## config.mk

```make
export PLATFORM = sky130hd
export DESIGN_NAME = arb_rr8_ctrl
export DESIGN_NICKNAME = d
export VERILOG_FILES = /design/src/rtl/arb_rr8_ctrl.sv
export SDC_FILE = /design/constraint.sdc
export NUM_CORES = 1
export LEC_CHECK = 0
export ABC_AREA = 1
export BUFFER_PORTS_ARGS = -buffer_cell sky130_fd_sc_hd__buf_2
export CAP_MARGIN = 20
export CORE_MARGIN = 2
export CORE_UTILIZATION = 52
export CTS_CLUSTER_DIAMETER = 80
export DETAILED_ROUTE_END_ITERATION = 7
export GPL_TIMING_DRIVEN = 0
export PLACE_DENSITY = 0.86
export SLEW_MARGIN = 20
export SYNTH_ARGS = -nofsm -noshare
export SYNTH_HDL_FRONTEND = slang
export SYNTH_SLANG_ARGS = --single-unit
```

## constraint.sdc

```tcl
create_clock -name clk -period 2.8 [get_ports clk]
set_clock_uncertainty 0.05 [all_clocks]
set_input_delay 0 -clock clk [delete_from_list [all_inputs] [get_ports clk]]
set_output_delay 0 -clock clk [all_outputs]
set_load 0.05 [all_outputs]
```

## src/rtl/arb_rr8_ctrl.sv

```systemverilog
// arb_rr8_ctrl: 8-way round-robin arbiter. A grant is held for as long as the
// holder keeps requesting. When the holder releases, the pointer moves past it
// and the next requester is granted on the same edge, with no idle cycle.
// Optional feature macro: ARB_TIMEOUT_EN. When it is defined, a holder is
// forced to release after HOLD_MAX cycles if another requester is waiting,
// and preempt pulses for one cycle.
module arb_rr8_ctrl #(
    parameter int HOLD_MAX = 16
) (
    input  logic       clk,
    input  logic       rst_n,
    input  logic [7:0] req,
    output logic [7:0] gnt,
    output logic [2:0] gnt_idx,
    output logic       gnt_vld,
    output logic       preempt
);

    typedef enum logic {
        IDLE  = 1'b0,
        GRANT = 1'b1
    } state_t;

    generate
        if (HOLD_MAX < 2 || HOLD_MAX > 255) begin : g_bad_hold_max
            $error("arb_rr8_ctrl: HOLD_MAX must be in 2..255");
        end
    endgenerate

    state_t     state_q, state_d;
    logic [2:0] ptr_q, ptr_d;
    logic [2:0] idx_q, idx_d;
    logic       vld_q, vld_d;
    logic [7:0] gnt_q, gnt_d;

    logic [7:0] others;
    logic [2:0] search_ptr;
    logic [7:0] search_vec;
    logic       win_found;
    logic [2:0] win_idx;
    logic       holder_req;
    logic       release_now;
    logic       timeout_hit;
    logic       new_grant;

`ifdef ARB_TIMEOUT_EN
    logic [7:0] cnt_q, cnt_d;
    logic       pre_q, pre_d;
`endif

    // Arbitration: pick the first requester in search order from the pointer.
    // In IDLE the stored pointer is used; in GRANT the search starts one past
    // the holder and excludes it (it is either releasing or being preempted).
    always_comb begin
        holder_req  = req[idx_q];
        others      = req & ~(8'b1 << idx_q);
        search_ptr  = (state_q == IDLE) ? ptr_q : idx_q + 3'd1;
        search_vec  = (state_q == IDLE) ? req : others;
        win_found   = 1'b0;
        win_idx     = '0;
        for (int unsigned i = 0; i < 8; i++) begin
            if (!win_found && search_vec[search_ptr + 3'(i)]) begin
                win_found = 1'b1;
                win_idx   = search_ptr + 3'(i);
            end
        end
        release_now = (state_q == GRANT) && !holder_req;
`ifdef ARB_TIMEOUT_EN
        timeout_hit = (state_q == GRANT) && holder_req
                      && (cnt_q == 8'(HOLD_MAX - 1));
`else
        timeout_hit = 1'b0;
`endif
        new_grant   = win_found
                      && ((state_q == IDLE) || release_now || timeout_hit);
    end

    // Next-state logic: FSM state, round-robin pointer and hold counter.
    always_comb begin
        state_d = state_q;
        ptr_d   = ptr_q;
        unique case (state_q)
            IDLE:  if (win_found) state_d = GRANT;
            GRANT: if (release_now && !win_found) state_d = IDLE;
            default: state_d = IDLE;
        endcase
        // Pointer advances past the holder on voluntary or forced release only.
        if (release_now || (timeout_hit && win_found)) begin
            ptr_d = idx_q + 3'd1;
        end
`ifdef ARB_TIMEOUT_EN
        if (new_grant || timeout_hit || state_d == IDLE) begin
            cnt_d = '0;
        end else begin
            cnt_d = cnt_q + 8'd1;
        end
`endif
    end

    // Output logic: next values of the registered grant outputs.
    always_comb begin
        vld_d = (state_d == GRANT);
        if (new_grant) begin
            idx_d = win_idx;
        end else if (state_d == GRANT) begin
            idx_d = idx_q;
        end else begin
            idx_d = '0;
        end
        gnt_d = vld_d ? (8'b1 << idx_d) : '0;
`ifdef ARB_TIMEOUT_EN
        pre_d = timeout_hit && win_found;
`endif
    end

    // State register with synchronous active-low reset.
    always_ff @(posedge clk) begin
        if (!rst_n) begin
            state_q <= IDLE;
            ptr_q   <= '0;
            idx_q   <= '0;
            vld_q   <= 1'b0;
            gnt_q   <= '0;
`ifdef ARB_TIMEOUT_EN
            cnt_q   <= '0;
            pre_q   <= 1'b0;
`endif
        end else begin
            state_q <= state_d;
            ptr_q   <= ptr_d;
            idx_q   <= idx_d;
            vld_q   <= vld_d;
            gnt_q   <= gnt_d;
`ifdef ARB_TIMEOUT_EN
            cnt_q   <= cnt_d;
            pre_q   <= pre_d;
`endif
        end
    end

    assign gnt     = gnt_q;
    assign gnt_idx = idx_q;
    assign gnt_vld = vld_q;
`ifdef ARB_TIMEOUT_EN
    assign preempt = pre_q;
`else
    assign preempt = 1'b0;
`endif

endmodule

```

Word-level counts from Yosys, hierarchy flattened
Index checks and enable logic that the tools add are counted.
- register bits after elaboration: 15
- input bits: 10
- output and inout port bits: 13
- word-level logic and storage cells: 88
- $add $sub $neg: 8
- order comparisons: 9
- shift operators: 2
- mux-type cells: 41
- bitwise operators: 3
- reductions and logical operators: 21
- operator list (kind ; count):
    $lt 3x4->1 const B ; 9
    $mux 3 ; 11
    $bmux 1 s3 ; 9
    $mux 1 ; 19
    $shl 1x3->8 const A ; 2
    $add 3x3->3 const B ; 4
    $logic_and 1x1->1 ; 10
    $logic_not 1->1 ; 9
    $and 8x8->8 ; 1
    $mux 8 ; 1
    $not 8->8 ; 1
    $add 3x1->3 const B ; 2
    $add 3x2->3 const B ; 2
    $pmux 1 s2 ; 1
    $reduce_and 2->1 ; 1
    $logic_or 1x1->1 ; 1
    $not 1->1 ; 1

Logic depth before layout (Yosys ltp)
Gate-level depths: netlist of run 1.
- depth after elaboration: 35
- gate-level depth with buffers: 24
- mapped depth without buffers: 22

Worst setup path before layout of run 1
OpenSTA, ideal clock, no wires.
- path type: register to register
- start: reg idx_q[0], in the netlist gnt_idx[0]
- end: reg gnt_q[1], in the netlist gnt[1]
- setup time: 0.117 ns
- arrival time: 3.330 ns
- data required time: 2.633 ns
- setup slack: -0.698 ns
- stages on the path, launching flop included: 23
- path buffers: 2
- clock period less this slack: 3.498 ns
- cells stage by stage: dfxtp_1 > inv_2 > ha_1 > nand2_1 > o21ai_2 > buf_4 > ha_1 > clkbuf_1 > inv_1 > nand3_1 > nand2_1 > nand2_1 > nand2_2 > inv_4 > nand4_4 > nor2_4 > nand4_1 > nand2_1 > nor2_1 > nor2_1 > nor2_2 > nand2_1 > nor2_1
- cells in the longest elaborated chain, start to end: 35
- elaborated cells between the ends (all ways): 74
- those cells by class: add/sub (8); shift (2); mux (41); bitwise (2); reduce/logical (21)
- RTL lines (element ; RTL line ; RTL):
    from (decl) ; 32 ; logic [2:0] idx_q, idx_d;
    from (signal assigned) ; 131 ; idx_q <= idx_d;
    branches (longest 35 deep; another with $add 3x1->3) ; -- ;
    to (signal assigned) ; 133 ; gnt_q <= gnt_d;
    to (decl) ; 34 ; logic [7:0] gnt_q, gnt_d;
Parallel ways; which one is timed is not known. The select of a mux whose other input is x is not followed.
A chain may end at the register's enable or synchronous reset.

Worst setup path after layout of run 1
- start: reg idx_q[1], in the netlist gnt_idx[1]
- end: reg gnt_q[1], in the netlist gnt[1]
The elaborated chain is that of the path after synthesis.

==> impl_metrics.ini, run 1 <==
[timing]
setup_viol = 8
tns_ns = -0.292
hold_violations = 0
rsz0062_at_grt = yes
maxSlewViolCount = 0
post-route-period-util_pct = 102
clock.fmax_ghz = 0.349
min_period_ns = 2.86
layout_setup_ws_ns = -0.0642

[worst_hold_path]
holdCritPathClass = in2reg
hp-start = req[3]
holdPathEnd = ptr_q[0]
hold_depth = 8

[setup_path]
critPathCaptureType = flop
rrSetupSlack_ns = -0.06
crit_required_ns = 2.93
startpoint_type = flop
worstSetupPathType = reg2reg
worstReg2RegStart = gnt_idx[1]
crit_fanout = 6
arrival_ns = 2.99
rr_endpoint = gnt[1]
r2r_cells = 21

[cells_and_area]
area_growth_pct = 34.9
post-route-util_pct = 74.8
layout-drive-gt1-share_pct = 32.7
fillers = 227
antennaDiodeCount = 0
num-nets-final = 331

[floorplan]
fp-row-count = 19
ios = 23
die_area_um2 = 3440
initial_core_util_pct = 55.4
die_x_um = 58.7
die_h_um = 58.7
core_region_area_um2 = 2810

[synth]
yosysSeqAreaShare_pct = 19.3
synth_edf_count = 0
synth_ff_type = dfxtp_1
ys_ff_latch = 15
syn-cell-area_um2 = 1550
ys_warn_count = 0
synth-async-reset-ratio_pct = 0
synthCells = 263
ys_types = 33
syn_nets = 281
postSynthAreaPerCell_um2 = 5.91

[route]
wl_per_cell_um = 14.3
vias_per_cell = 5.73
vias = 1964
wl_um = 4910
drt_iter0_drc = 298
drt-pass1-iter-count = 8
drc = 1
drtAntennaViolNets = 0

[pwr]
powerDensity_nw_per_um2 = 1300
ir_worst_vdd_v = 0.000817
swShare_pct = 57.9
combPwrFrac_pct = 83.3
power_switching_mw = 1.58
power_frac_seq_pct = 12.2
power.leakage_nw = 1.07
pwr-share-clk_pct = 4.5
internal-power_mw = 1.15

[placed_design]
port_buffers = 21
dp_slack_ns = -0.228
hpwl_um = 3010
gp_congestion = 0.945

[global_routing]
grt.overflow.total = 0
antenna_found_initial = 0
grt_pass1_vias = 1683
grt_pass1_wl_um = 6990
grtUsageTotal_pct = 25.7
grt_max_degree = 11

[clock_network]
cts_sinks = 15
clk_path_buf_depth = 2
cts_buffers = 3
clockRootBuffer = clkbuf_4
ctsHtreeMaxLevel = 1
clk_latency_ns = 0.29
cts_tree = done
cts.clk_slew.worst_paths_ns = 0.09

[run_status]
status = finished, violations left
violations = design-rule violations, negative setup slack

[job]
drv_cap = 0
==> power by group through the flow <==
stage	clock [mW]	combinational (mW)	sequential, mW
final	0.124	2.27	0.332
after global routing	0.138	2.46	0.340
after CTS	0.129	1.93	0.324
after detailed placement	0	1.74	0.332
after global placement	0	1.72	0.331
after floorplan	0	1.24	0.504
==> repair_timing <==
action                     in CTS  in global routing
pin swaps                       9                 23
resized for setup              11                 24
hold endpoints to repair        6                  0
hold buffers                    1                  0
cloned                          0                  1
setup endpoints to repair      11                 11
buffers inserted               11                 12
==> worst max path at each step <==
| stage | startpoint | end | slack (ns) | cells after the start |
|---|---|---|---|---|
| finish | gnt_idx[1] | gnt[1] | -0.06 | 21 |
| floorplan | gnt_idx[0] | gnt[1] | 0.03 | 21 |
| global route | gnt_idx[1] | gnt[6] | -0.21 | 21 |
| global placement | gnt_idx[0] | gnt[4] | -0.18 | 18 |
| CTS | gnt_idx[0] | gnt[1] | 0.005 | 21 |
| detailed placement | gnt_idx[0] | gnt[1] | -0.23 | 18 |
==> area by class of cell <==
cell class / count / area (µm²) / share of cell area, %
multi-input combinational: 215 / 1240 / 59.0
sequential: 15 / 313 / 14.9
timing repair buffer: 45 / 288 / 13.7
inverter: 27 / 128 / 6.09
buffer: 6 / 63.8 / 3.04
tap: 31 / 38.8 / 1.85
clock buffer: 3 / 22.5 / 1.07
clock inverter: 1 / 7.51 / 0.358
==> routing by layer <==
layer / part of all wire (%) / wire length, µm / global-route usage [%] / vias to the layer above
li1: - / - / - / 959
met1: 41 / 1990 / 33.5 / 884
met2: 50 / 2430 / 44.1 / 106
met3: 7.3 / 357 / 1.54 / 15
met4: 2.5 / 125 / 10.7 / 0
met5: 0 / 0 / 0 / -
==> registers in the layout, summed over array words and instances (netlist names) <==
| signal | flops |
|---|---|
| gnt | 8 |
| gnt_idx | 3 |
| ptr_q | 3 |
| gnt_vld | 1 |
==> placed cells by master, fill, tap and decap left out, types with 3 or more instances in the layout <==
cell type	count
nand2_1	74
buf_6	3
dfxtp_1	11
buf_2	21
o21ai_0	6
clkbuf_4	3
ha_1	3
nor2_2	3
nand4_1	6
nor2_1	27
inv_1	18
nand3_1	48
dfxtp_4	3
nand3_2	7
ha_4	3
nand2_2	9
buf_4	25
a21oi_1	5
==> metrics by stage <==
step | cells | cell area, µm² | power (mW) | hold WS, ns
global placement | 315 | 1750 | 2.06 | 0.225
floorplan | 263 | 1610 | 1.74 | 0.0890
CTS | 330 | 1900 | 2.39 | 0.259
global route | 343 | 2100 | 2.94 | 0.384
detailed placement | 315 | 1750 | 2.08 | 0.229
finish | 343 | 2100 | 2.73 | 0.349
==> worst max-delay path, stage by stage (launching register included) <==
cell     delay, ns
dfxtp_4       0.40
inv_6         0.04
ha_4          0.24
nand2_4       0.07
o21ai_4       0.07
buf_6         0.13
ha_4          0.32
inv_6         0.06
nand3_2       0.06
nand2_2       0.07
nand2_2       0.08
nand2_4       0.06
inv_4         0.07
nand4_4       0.13
nor2_4        0.22
nand4_1       0.17
nand2_1       0.12
nor2_2        0.05
nor2_1        0.12
nor2_2        0.06
nand2_1       0.08
nor2_1        0.04
==> logic make-up after synthesis <==
logic type / synth area share, %
compound gates: 8.86
xor+xnor: 2.17
fa+ha+maj: 6.44
buf+inv: 10.5
flops: 19.3
other cells: 0.241
simple gates: 52.4
==> synth_stat cells, drive strengths merged, types with 2 or more instances <==
master,n,area (µm²)
a21oi,6,30.0
buf,6,56.3
dfxtp,15,300
ha,8,100
inv,26,100
nand2,85,327
nand3,55,275
nand4,8,71.3
nor2,31,129
o21ai,10,68.8
xor2,2,25.0
Note: power is estimated with default switching activity, not from simulation.
==> run 2: changes to the inputs <==
--- a/config.mk
+++ b/config.mk
@@ -5,11 +5,11 @@
 export SDC_FILE = /design/constraint.sdc
 export NUM_CORES = 1
 export LEC_CHECK = 0
-export ABC_AREA = 1
 export BUFFER_PORTS_ARGS = -buffer_cell sky130_fd_sc_hd__buf_2
 export CAP_MARGIN = 20
+export CORE_ASPECT_RATIO = 2
 export CORE_MARGIN = 2
-export CORE_UTILIZATION = 52
+export CORE_UTILIZATION = 53
 export CTS_CLUSTER_DIAMETER = 80
 export DETAILED_ROUTE_END_ITERATION = 7
 export GPL_TIMING_DRIVEN = 0
==> impl_metrics.ini, run 2 <==
[route]
wl_um = 6560
drt_iter0_drc = 129
drtAntennaViolNets = 0
wl_per_cell_um = 22.4
drt-pass1-iter-count = 5
vias = 2140
vias_per_cell = 7.30
drc = 0

[pwr]
ir_worst_vdd_v = 0.00105
internal-power_mw = 1.65
swShare_pct = 54.2
combPwrFrac_pct = 86.1
power.leakage_nw = 1.02
pwr-share-clk_pct = 4.8
power_switching_mw = 1.95
powerDensity_nw_per_um2 = 1450
power_frac_seq_pct = 9.1

[clock_network]
clk_latency_ns = 0.25
cts_sinks = 15
hold_buffers = 0
ctsHtreeMaxLevel = 1
clockRootBuffer = clkbuf_8
cts.clk_slew.worst_paths_ns = 0.06
clk_path_buf_depth = 2
cts_tree = done
cts_buffers = 3

[global_routing]
grtUsageTotal_pct = 32.7
grt_max_degree = 11
grt.overflow.total = 0
antenna_found_initial = 0
grt_pass1_vias = 2082
grt_pass1_wl_um = 9670

[synth]
synth-simple-area-share_pct = 25.7
synth-async-reset-ratio_pct = 0
synthMuxAreaShare_pct = 14.4
ys_ff_latch = 15
syn-cell-area_um2 = 1850
synth_most_common_cell = nand2_1
synth-xor-area-share_pct = 1.90
synth_top_area_share_pct = 16.3
ys_warn_count = 0
yosysSeqAreaShare_pct = 16.3
syn_nets = 234
synth_top_area_cell = dfxtp_1
postSynthAreaPerCell_um2 = 8.55
synth_edf_count = 0
synthCells = 216
synth_top_family_by_area = compound AO/OA/AOI/OAI gates
synth_ff_type = dfxtp_1
synth_area_leaders = dfxtp_1 (16%), nand2_1 (5.5%), ha_1 (5.4%)
synth_compound_area_share_pct = 30.6
synthAdderAreaFrac_pct = 5.42
netlist_top_cells_count = nand2_1 (27), dfxtp_1 (15), o21ai_0 (14), nand3_1 (12), and2_1 (10)
ys_types = 66

[setup_path]
crit_fanout = 4
critPathCaptureType = flop
rr_endpoint = gnt[1]
crit_required_ns = 2.91
worstReg2RegStart = gnt_idx[1]
worstSetupPathType = reg2reg
arrival_ns = 3.75
r2r_cells = 13
rrSetupSlack_ns = -0.83
startpoint_type = flop

[cells_and_area]
area_growth_pct = 33.9
layout-drive-gt1-share_pct = 41.4
final-instance-count-excl-fill = 293
antennaDiodeCount = 0
num-nets-final = 280
fillers = 223
mostFrequentLayoutCells = nand2_1 (26), buf_2 (24), buf_4 (19)
post-route-util_pct = 73.2
largest_reg_flops = 8
layout_commonest_cell = nand2_1

[worst_hold_path]
hold_depth = 2
holdPathEnd = ptr_q[1]
hp-start = rst_n
holdCritPathClass = in2reg

[floorplan]
ios = 23
fp-row-count = 30
initial_core_util_pct = 54.7
core_region_area_um2 = 3380
die_area_um2 = 4000
die_h_um = 87.5
die_x_um = 45.7

[timing]
worst_pin_slew_ns = 0.596
max_slew_margin_pct = 59.9
post-route-period-util_pct = 130
min_period_ns = 3.63
clock.fmax_ghz = 0.275
setup_viol = 12
rsz0062_at_grt = yes
hold_violations = 0
maxSlewViolCount = 0
layout_setup_ws_ns = -0.834

[placed_design]
port_buffers = 21
dp_cells = 269
gp_congestion = 0.976
dp_slack_ns = -0.965
hpwl_um = 4210

[run_status]
status = finished, violations left
violations = negative setup slack

[job]
drv_cap = 0
## run 2: cells by family (layout without fill, tap and decap cells)
logic type	after synthesis	in the layout
mux	16	16
xor+xnor	4	4
fa+ha+maj	8	8
other cells	1	1
compound gates	71	71
flops	15	15
buf+inv	17	62
simple gates	84	84
## run 2: layout make-up
type	instances	area, µm²	share of cell area (%)
Timing Repair Buffer	42	274	11.1
Clock inverter	1	5.00	0.202
Clock buffer	3	41.3	1.67
Sequential cell	15	309	12.5
Multi-Input combinational cell	184	1690	68.5
Tap cell	32	40.0	1.62
Inverter	8	45.0	1.82
Buffer	8	63.8	2.58
## run 2: critical path: stages (launching register included)
cell       delay [ns]
dfxtp_4          0.38
inv_4            0.05
ha_4             0.23
mux2_4           0.28
buf_8            0.13
ha_4             0.27
mux4_2           0.56
buf_6            0.15
a2111oi_4        0.37
or4_4            0.24
buf_6            0.10
a311oi_4         0.12
o31a_1           0.37
a211oi_2         0.24
## run 2: how the worst max path moves through the flow
stage,startpoint,to,slack (ns),cells past startpoint
final,gnt_idx[1],gnt[1],-0.83,13
after floorplan,gnt_idx[1],gnt[1],-0.67,12
after CTS,gnt_idx[1],gnt[3],-0.75,12
after global placement,gnt_idx[1],gnt[4],-0.96,13
after detailed placement,gnt_idx[1],gnt[3],-0.97,13
after global routing,gnt_idx[1],gnt[0],-0.91,13
## run 2: power by group through the flow
| stage | Combinational, mW | Sequential (mW) | Clock, mW |
|---|---|---|---|
| after global placement | 2.26 | 0.344 | 0 |
| final | 3.09 | 0.328 | 0.174 |
| after global routing | 3.27 | 0.329 | 0.182 |
| after CTS | 2.83 | 0.321 | 0.178 |
| after detailed placement | 2.30 | 0.346 | 0 |
| after floorplan | 1.69 | 0.516 | 0 |
## run 2: per-stage QoR
stage	cell area (µm²)	power (mW)	TNS (ns)	hold slack, ns
6_report	2470	3.60	-9.20	0.0406
2_1_floorplan	1960	2.21	-7.40	0.0676
5_1_grt	2470	3.78	-10.10	0.0356
4_1_cts	2390	3.33	-7.93	0.0282
3_5_place_dp	2100	2.65	-10.55	0.283
3_3_place_gp	2100	2.60	-10.41	0.277
## run 2: what timing repair did
item | in CTS | in global routing
cloned | 0 | 0
resized for setup | 24 | 8
setup endpoints to repair | 12 | 12
setup buffers | 16 | 5
pin swaps | 14 | 10
## run 2: metal layers
metal	share of wire [%]	wire, µm	track usage (%)	up-vias
met3	7.3	476	3.53	55
met1	32	2090	33.5	1015
met2	53	3480	57.2	141
met4	7.9	516	23.6	0
li1	-	-	-	929
met5	0	0	0	-
==> run 3: changes to the inputs <==
--- a/config.mk
+++ b/config.mk
@@ -14,6 +14,7 @@
 export DETAILED_ROUTE_END_ITERATION = 7
 export GPL_TIMING_DRIVEN = 0
 export PLACE_DENSITY = 0.86
+export RECOVER_POWER = 25
 export SLEW_MARGIN = 20
 export SYNTH_ARGS = -nofsm -noshare
 export SYNTH_HDL_FRONTEND = slang
==> impl_metrics.ini, run 3 (same netlist as run 2, synthesis figures left out) <==
[route]
drtAntennaViolNets = 0
vias_per_cell = 7.31
vias = 2142
wl_per_cell_um = 22.4
drt_iter0_drc = 129
wl_um = 6560
drc = 0
drt-pass1-iter-count = 5

[clock_network]
cts_tree = done
clk_latency_ns = 0.25
cts.clk_slew.worst_paths_ns = 0.06
hold_buffers = 0
clockRootBuffer = clkbuf_8
clk_path_buf_depth = 2
ctsHtreeMaxLevel = 1
cts_buffers = 3
cts_sinks = 15

[pwr]
combPwrFrac_pct = 86.0
power_switching_mw = 1.95
internal-power_mw = 1.64
power.leakage_nw = 1.01
powerDensity_nw_per_um2 = 1460
ir_worst_vdd_v = 0.00105
swShare_pct = 54.3
pwr-share-clk_pct = 4.8
power_frac_seq_pct = 9.1

[floorplan]
ios = 23
die_area_um2 = 4000
fp-row-count = 30
core_region_area_um2 = 3380
die_x_um = 45.7
die_h_um = 87.5
initial_core_util_pct = 54.7

[setup_path]
rr_endpoint = gnt[1]
worstReg2RegStart = gnt_idx[1]
worstSetupPathType = reg2reg
crit_fanout = 4
rrSetupSlack_ns = -0.83
startpoint_type = flop
arrival_ns = 3.75
crit_required_ns = 2.91
r2r_cells = 13
critPathCaptureType = flop

[cells_and_area]
num-nets-final = 280
largest_reg_flops = 8
layout-drive-gt1-share_pct = 40.2
antennaDiodeCount = 0
mostFrequentLayoutCells = nand2_1 (26), buf_2 (21), buf_4 (19)
area_growth_pct = 33.7
post-route-util_pct = 73.1
layout_commonest_cell = nand2_1
final-instance-count-excl-fill = 293

[global_routing]
antenna_found_initial = 0
grt_max_degree = 11
grt_pass1_wl_um = 9670
grtUsageTotal_pct = 32.7
grt.overflow.total = 0
grt_pass1_vias = 2082

[timing]
min_period_ns = 3.63
setup_viol = 12
holdWs_ns = 0.0413
clock.fmax_ghz = 0.275
layout_setup_ws_ns = -0.834
max_slew_margin_pct = 59.9
hold_violations = 0
maxSlewViolCount = 0
rsz0062_at_grt = yes
post-route-period-util_pct = 130
worst_pin_slew_ns = 0.596

[worst_hold_path]
holdCritPathClass = in2reg
holdPathEnd = ptr_q[1]
hp-start = rst_n
hold_depth = 2

[run_status]
status = finished, violations left
violations = negative setup slack

[placed_design]
gp_congestion = 0.976
port_buffers = 21
hpwl_um = 4210
dp_cells = 269

[job]
drv_cap = 0
[run 3: cell types whose count changed in the layout (fill, tap and decap cells not counted), sizes merged]
cell,change
buf,-3
clkbuf,+3
[run 3: how the worst max path moves through the flow]
stage | from | endpoint | cells past startpoint | slack [ns]
after floorplan | gnt_idx[1] | gnt[1] | 12 | -0.67
after global placement | gnt_idx[1] | gnt[4] | 13 | -0.96
after detailed placement | gnt_idx[1] | gnt[3] | 13 | -0.97
after CTS | gnt_idx[1] | gnt[3] | 12 | -0.75
after global routing | gnt_idx[1] | gnt[0] | 13 | -0.91
final | gnt_idx[1] | gnt[1] | 13 | -0.83
[run 3: power by group through the flow]
stage,Sequential [mW],Combinational [mW],Clock [mW]
after global placement,0.344,2.26,0
after global routing,0.329,3.27,0.182
after detailed placement,0.346,2.30,0
final,0.328,3.09,0.174
after floorplan,0.516,1.69,0
after CTS,0.321,2.83,0.178
[run 3: area by class of cell]
class                   instances  area (µm²)
inverters                       8        45.0
multi-input cells             184        1690
well taps                      32        40.0
flip-flops and latches         15         309
clock inverters                 1        5.00
fillers                       224         910
repair buffers                 42         270
plain buffers                   8        63.8
clock buffers                   3        41.3
[run 3: critical path, cell delays in order, from the launching register on]
cell,delay [ns]
dfxtp_4,0.38
inv_4,0.05
ha_4,0.23
mux2_4,0.28
buf_8,0.13
ha_4,0.27
mux4_2,0.56
buf_6,0.15
a2111oi_4,0.37
or4_4,0.24
buf_6,0.10
a311oi_4,0.12
o31a_1,0.37
a211oi_2,0.24
[run 3: metrics by stage]
stage	TNS, ns	cell area (µm²)	power [mW]	setup slack (ns)
floorplan	-7.40	1960	2.21	-0.671
global placement	-10.41	2100	2.60	-0.960
CTS	-7.93	2390	3.33	-0.755
detailed placement	-10.55	2100	2.65	-0.965
global route	-10.10	2470	3.78	-0.914
finish	-9.20	2470	3.59	-0.834
[run 3: repair_timing]
item | CTS | global route
buffers inserted | 16 | 5
pin swaps | 14 | 10
hold endpoints to repair | 0 | 0
setup endpoints to repair | 12 | 12
gates resized for setup | 24 | 8
[run 3: routing by layer]
| metal | share of wire (%) | GRT usage (%) | vias up | wire, µm |
|---|---|---|---|---|
| li1 | - | - | 929 | - |
| met2 | 53 | 57.2 | 141 | 3480 |
| met5 | 0 | 0 | - | 0 |
| met1 | 32 | 33.5 | 1017 | 2090 |
| met4 | 7.9 | 23.6 | 0 | 516 |
| met3 | 7.3 | 3.53 | 55 | 476 |
